$ cat config.mk
export PLATFORM = sky130hd
export DESIGN_NAME = keypad_word_ctrl
export DESIGN_NICKNAME = d
export VERILOG_FILES = /design/src/rtl/keypad_word_ctrl.sv
export SDC_FILE = /design/constraint.sdc
export NUM_CORES = 1
export LEC_CHECK = 0
export ABC_AREA = 1
export ABC_CLOCK_PERIOD_IN_PS = 2700
export CORE_MARGIN = 4
export CORE_UTILIZATION = 53
export DETAILED_ROUTE_END_ITERATION = 16
export GPL_TIMING_DRIVEN = 1
export PLACE_DENSITY = 0.8
export SYNTH_ARGS = -nofsm -noshare
export SYNTH_HDL_FRONTEND = slang
export SYNTH_SLANG_ARGS = --single-unit
$ cat constraint.sdc
create_clock -name clk -period 2.7 [get_ports clk]
set_input_delay 0.27 -clock clk [delete_from_list [all_inputs] [get_ports clk]]
set_output_delay 0.27 -clock clk [all_outputs]
set_load 0.02 [all_outputs]
$ cat src/rtl/keypad_word_ctrl.sv
// keypad_word_ctrl
//   Turns debounced keypad presses into a word. Digits are appended to a character
//   buffer, star clears the word, and hash hands a non-empty word downstream over a
//   valid/ready handshake. Presses and releases both need DEBOUNCE_CYC consecutive
//   identical samples before they count.
//
//   Ports
//     clk         clock; all state updates on the rising edge
//     reset       synchronous, active-high
//     key_down    scanner level, 1 while any key is held
//     key_code    scanner code: 0-9 digit, 4'hA star, 4'hB hash, others ignored
//     word_ready  downstream accepts the presented word
//     word_valid  word_data/word_len hold a submitted word
//     word_data   char i at bits [i*CODE_W +: CODE_W]; slots at index >= word_len are 0
//     word_len    live character count, 0..MAX_LEN
//     key_strobe  one-cycle pulse per digit written into the buffer
//     overflow    sticky, set by a digit arriving while the buffer is full
module keypad_word_ctrl #(
  parameter int MAX_LEN      = 5,
  parameter int CODE_W       = 4,
  parameter int DEBOUNCE_CYC = 4
) (
  input  logic                      clk,
  input  logic                      reset,
  input  logic                      key_down,
  input  logic [CODE_W-1:0]         key_code,
  input  logic                      word_ready,
  output logic                      word_valid,
  output logic [MAX_LEN*CODE_W-1:0] word_data,
  output logic [2:0]                word_len,
  output logic                      key_strobe,
  output logic                      overflow
);

  localparam int                BUF_W      = MAX_LEN * CODE_W;
  localparam int                DEB_W      = $clog2(DEBOUNCE_CYC + 1);
  localparam logic [DEB_W-1:0]  DEB_ONE    = DEB_W'(1);
  // Value held by the counter when the final qualifying sample arrives.
  localparam logic [DEB_W-1:0]  DEB_LAST   = DEB_W'(DEBOUNCE_CYC - 1);
  localparam logic [2:0]        MAX_LEN_L  = 3'(MAX_LEN);
  localparam logic [CODE_W-1:0] CODE_NINE  = CODE_W'(9);
  localparam logic [CODE_W-1:0] CODE_STAR  = CODE_W'(10);
  localparam logic [CODE_W-1:0] CODE_HASH  = CODE_W'(11);

  typedef enum logic [2:0] {
    IDLE      = 3'd0,
    DEB_PRESS = 3'd1,
    HELD      = 3'd2,
    DEB_REL   = 3'd3,
    SUBMIT    = 3'd4
  } state_t;

  state_t              state_r,  state_s;
  logic [DEB_W-1:0]    deb_r,    deb_s;
  logic [CODE_W-1:0]   code_r,   code_s;
  logic [BUF_W-1:0]    buf_r,    buf_s;
  logic [2:0]          len_r,    len_s;
  logic                strobe_r, strobe_s;
  logic                ovf_r,    ovf_s;
  logic                valid_r,  valid_s;

  // State and datapath registers, all outputs come straight from here.
  always_ff @(posedge clk) begin
    if (reset) begin
      state_r  <= IDLE;
      deb_r    <= {DEB_W{1'b0}};
      code_r   <= {CODE_W{1'b0}};
      buf_r    <= {BUF_W{1'b0}};
      len_r    <= 3'd0;
      strobe_r <= 1'b0;
      ovf_r    <= 1'b0;
      valid_r  <= 1'b0;
    end else begin
      state_r  <= state_s;
      deb_r    <= deb_s;
      code_r   <= code_s;
      buf_r    <= buf_s;
      len_r    <= len_s;
      strobe_r <= strobe_s;
      ovf_r    <= ovf_s;
      valid_r  <= valid_s;
    end
  end

  // Next-state and next-datapath logic for the entry sequencer.
  always_comb begin
    state_s  = state_r;
    deb_s    = deb_r;
    code_s   = code_r;
    buf_s    = buf_r;
    len_s    = len_r;
    strobe_s = 1'b0;
    ovf_s    = ovf_r;
    valid_s  = 1'b0;

    case (state_r)
      IDLE: begin
        if (key_down) begin
          code_s  = key_code;
          deb_s   = DEB_ONE;
          state_s = DEB_PRESS;
        end else begin
          state_s = IDLE;
        end
      end

      DEB_PRESS: begin
        // A dropout or a code change abandons the press with no side effects.
        if (!key_down || (key_code != code_r)) begin
          state_s = IDLE;
        end else if (deb_r == DEB_LAST) begin
          deb_s   = deb_r + DEB_ONE;
          state_s = HELD;
          if (code_r <= CODE_NINE) begin
            if (len_r < MAX_LEN_L) begin
              buf_s[len_r*CODE_W +: CODE_W] = code_r;
              len_s    = len_r + 3'd1;
              strobe_s = 1'b1;
            end else begin
              ovf_s = 1'b1;
            end
          end else if (code_r == CODE_STAR) begin
            buf_s = {BUF_W{1'b0}};
            len_s = 3'd0;
            ovf_s = 1'b0;
          end else if ((code_r == CODE_HASH) && (len_r != 3'd0)) begin
            state_s = SUBMIT;
            valid_s = 1'b1;
          end else begin
            // Empty-word hash and unknown codes are swallowed.
            state_s = HELD;
          end
        end else begin
          deb_s = deb_r + DEB_ONE;
        end
      end

      HELD: begin
        if (!key_down) begin
          deb_s   = DEB_ONE;
          state_s = DEB_REL;
        end else begin
          state_s = HELD;
        end
      end

      DEB_REL: begin
        if (key_down) begin
          state_s = HELD;
        end else if (deb_r == DEB_LAST) begin
          deb_s   = {DEB_W{1'b0}};
          state_s = IDLE;
        end else begin
          deb_s = deb_r + DEB_ONE;
        end
      end

      SUBMIT: begin
        // Keypad is ignored here; returning via HELD means a key still held
        // must be released before the next press is qualified.
        if (valid_r && word_ready) begin
          buf_s   = {BUF_W{1'b0}};
          len_s   = 3'd0;
          ovf_s   = 1'b0;
          valid_s = 1'b0;
          state_s = HELD;
        end else begin
          valid_s = 1'b1;
        end
      end

      default: begin
        state_s = IDLE;
      end
    endcase
  end

  assign word_valid = valid_r;
  assign word_data  = buf_r;
  assign word_len   = len_r;
  assign key_strobe = strobe_r;
  assign overflow   = ovf_r;

endmodule

==> flow_metrics.py <==
metrics = {
    "status": {
        "run_status": "completed",
    },
    "yosys": {
        "yosys_most_used_dff": "dfxtp_1",
        "ys_warn_count": 0,
        "synthTopCellsByCount": "nand2_1 (69), dfxtp_1 (36), inv_1 (34), nor2_1 (34), a21oi_1 (30)",
        "synth_edf_count": 0,
        "synth_area_per_cell_um2": 6.60,
        "ys_seq_area_frac": 0.352,
        "synth_area_leaders": "dfxtp_1 (35%), nand2_1 (13%), a21oi_1 (7.3%)",
        "yosysTopAreaCellShare": 0.352,
        "syn_inst": 310,
        "yosysUniqueCellTypes": 28,
        "synthArstFlopShare": 0,
        "ys_seq_elements": 36,
        "synth.most_common_cell": "nand2_1",
        "synth.largest_area_cell": "dfxtp_1",
        "syn_area_um2": 2050,
        "syn_nets": 325,
    },
    "floorplanning": {
        "die-width_um": 70.1,
        "ios": 34,
        "die_area_um2": 4920,
        "core-area_um2": 3690,
        "dieHeight_um": 70.1,
        "rows": 22,
        "start_util": 0.555,
    },
    "clock_network": {
        "cts_hold_buffers": 0,
        "clock_sinks": 36,
        "post-cts-setup-buffers": 0,
        "max-clock-path-buffers": 2,
        "htreeDepth": 2,
        "cts-root-buf": "clkbuf_8",
        "cts_tree": "built",
        "clkSlewWorstSetupHoldPaths_ns": 0.07,
        "cts.repair.resized": 0,
        "clock_latency_ns": 0.29,
        "cts_inserted_buffers": 5,
    },
    "worst_setup_path": {
        "required_ns": 2.88,
        "r2r_cells": 9,
        "criticalPathCategory": "flop to flop",
        "reg2reg_from": "word_len[1]",
        "cp_max_fo": 6,
        "r2r_slack_ns": 0.57,
        "worstPathArrival_ns": 2.31,
        "end_kind": "flop",
        "cp-start-kind": "flop",
        "reg2reg_to": "word_data[8]",
    },
    "timing": {
        "hold_viol": 0,
        "rsz0062_at_grt": "no",
        "final_max_slew_viol_count": 0,
        "whs_ns": 0.460,
        "fmax_mhz": 470,
        "finalSetupViolCount": 0,
        "fin_setup_tns_ns": 0,
        "post-route-period-util": 0.788,
        "worstMarginPinSlew_ns": 0.517,
        "fin_skew_ns": 0.00705,
        "period_needed_ns": 2.13,
        "max-slew-margin-rel": 0.655,
    },
    "routing": {
        "vias": 2079,
        "antenna_left": 0,
        "avgRoutedWirePerCell_um": 12.2,
        "wl_mm": 4.79,
        "viasPerCell": 5.30,
        "drt_iter0_drc": 144,
        "drcViolationCount": 0,
        "firstDrtPassIters": 4,
    },
    "power": {
        "power_density_nw_per_um2": 479,
        "ir_worst_vdd_mv": 0.338,
        "p_leak_nw": 1.03,
    },
    "finish": {
        "antenna_cells": 0,
        "nets": 359,
        "seq_area_um2": 721,
        "drive_gt1_frac": 0.0727,
        "fillers": 342,
        "syn2layout_area_growth_pct": 22.7,
        "multi_input_area_um2": 1120,
    },
    "global_routing": {
        "grt_pass1_vias": 1829,
        "grt_pass1_wl_mm": 7.91,
        "grt_max_degree": 24,
        "grt.overflow.total": 0,
        "track_usage": 0.196,
        "antenna_found_initial": 0,
    },
    "hold_path": {
        "whs_path_depth": 2,
        "hold_start": "word_data[14]",
        "hold_end": "word_data[14]",
        "hold_path_class": "flop to flop",
    },
    "placed_design": {
        "portBuffers": 33,
        "hpwlAfterDp_mm": 3.59,
        "place.gp.congestion": 0.877,
    },
    "job": {
        "max_cap_violations": 0,
    },
}
==> layout by cell type, fill, tap and decap left out <==
cell,n
dfxtp_1,36
clkdlybuf4s50_1,33
nor2_1,34
nand3_2,1
a21oi_1,30
o21ai_0,10
a21oi_4,1
nor4_1,4
nand2_1,69
clkbuf_8,7
o21bai_1,1
nand3_1,23
inv_1,34
o21ai_2,1
nand2_2,2
buf_4,4
nand4_1,16
clkinv_1,1
xnor2_1,2
nor3_1,17
a21oi_2,1
nor2_4,2
a31oi_1,1
nor2_2,1
o211ai_1,1
inv_2,5
ha_1,7
==> power by group <==
| group | switching [mW] | total (mW) | internal, mW |
|---|---|---|---|
| registers | 0.0182 | 0.568 | 0.550 |
| clock network | 0.182 | 0.410 | 0.227 |
| logic | 0.148 | 0.226 | 0.0788 |
| total | 0.348 | 1.20 | 0.856 |
==> how the worst max path moves through the flow <==
stage	start	endpoint
2_1_floorplan	word_len[0]	word_data[2]
3_3_place_gp	key_code[1]	word_data[6]
3_5_place_dp	key_code[0]	word_data[5]
4_1_cts	code_r[1]	word_data[6]
5_1_grt	code_r[1]	word_data[6]
6_report	word_len[1]	word_data[8]
==> worst max-delay path: stages (launching register included) <==
cell     delay, ns
dfxtp_1       0.44
inv_1         0.07
ha_1          0.20
ha_1          0.22
nor3_1        0.31
nand3_1       0.19
nand2_1       0.18
nand3_1       0.18
nor2_1        0.17
nor2_1        0.06
==> state kept, by name, indices dropped and copies added (netlist names) <==
name        cells
word_data      20
code_r          4
deb_r           3
state_r         3
word_len        3
key_strobe      1
overflow        1
word_valid      1
==> layout make-up <==
cell class / instances / share of cell area
Inverter: 40 / 0.0598
Tap cell: 48 / 0.0239
Multi-Input combinational cell: 224 / 0.447
Timing Repair Buffer: 37 / 0.143
Sequential cell: 36 / 0.287
Clock buffer: 7 / 0.0384
==> stage by stage <==
stage	utilization	setup slack [ns]	total power, mW	area, µm²	std cells
finish	0.681	0.574	1.20	2510	392
floorplan	-	0.414	0.742	2050	310
CTS	0.681	0.580	1.21	2510	392
global route	0.681	0.331	1.26	2510	392
detailed placement	0.655	0.349	0.804	2410	385
global placement	0.655	0.433	0.799	2410	385
==> cells by family (layout without fill, tap and decap cells) <==
logic type | after synthesis | in the layout | synth area share
AOI/OAI and AO/OA | 46 | 46 | 0.125
xor gates and xnor gates | 2 | 2 | 0.00856
adders and majority gates | 7 | 7 | 0.0428
buffers and inverters | 50 | 84 | 0.0990
DFF | 36 | 36 | 0.352
and+or+nand+nor | 169 | 169 | 0.373
==> per-layer routing <==
layer	routed length [µm]	global-route usage	share of wire	vias to the layer above
li1	-	-	-	1089
met1	2280	0.261	0.48	930
met4	57	0.0489	0.012	0
met2	2200	0.319	0.46	53
met3	245	0.0475	0.051	7
met5	0	0	0	-
No activity file was read; power rests on OpenSTA's default activity.
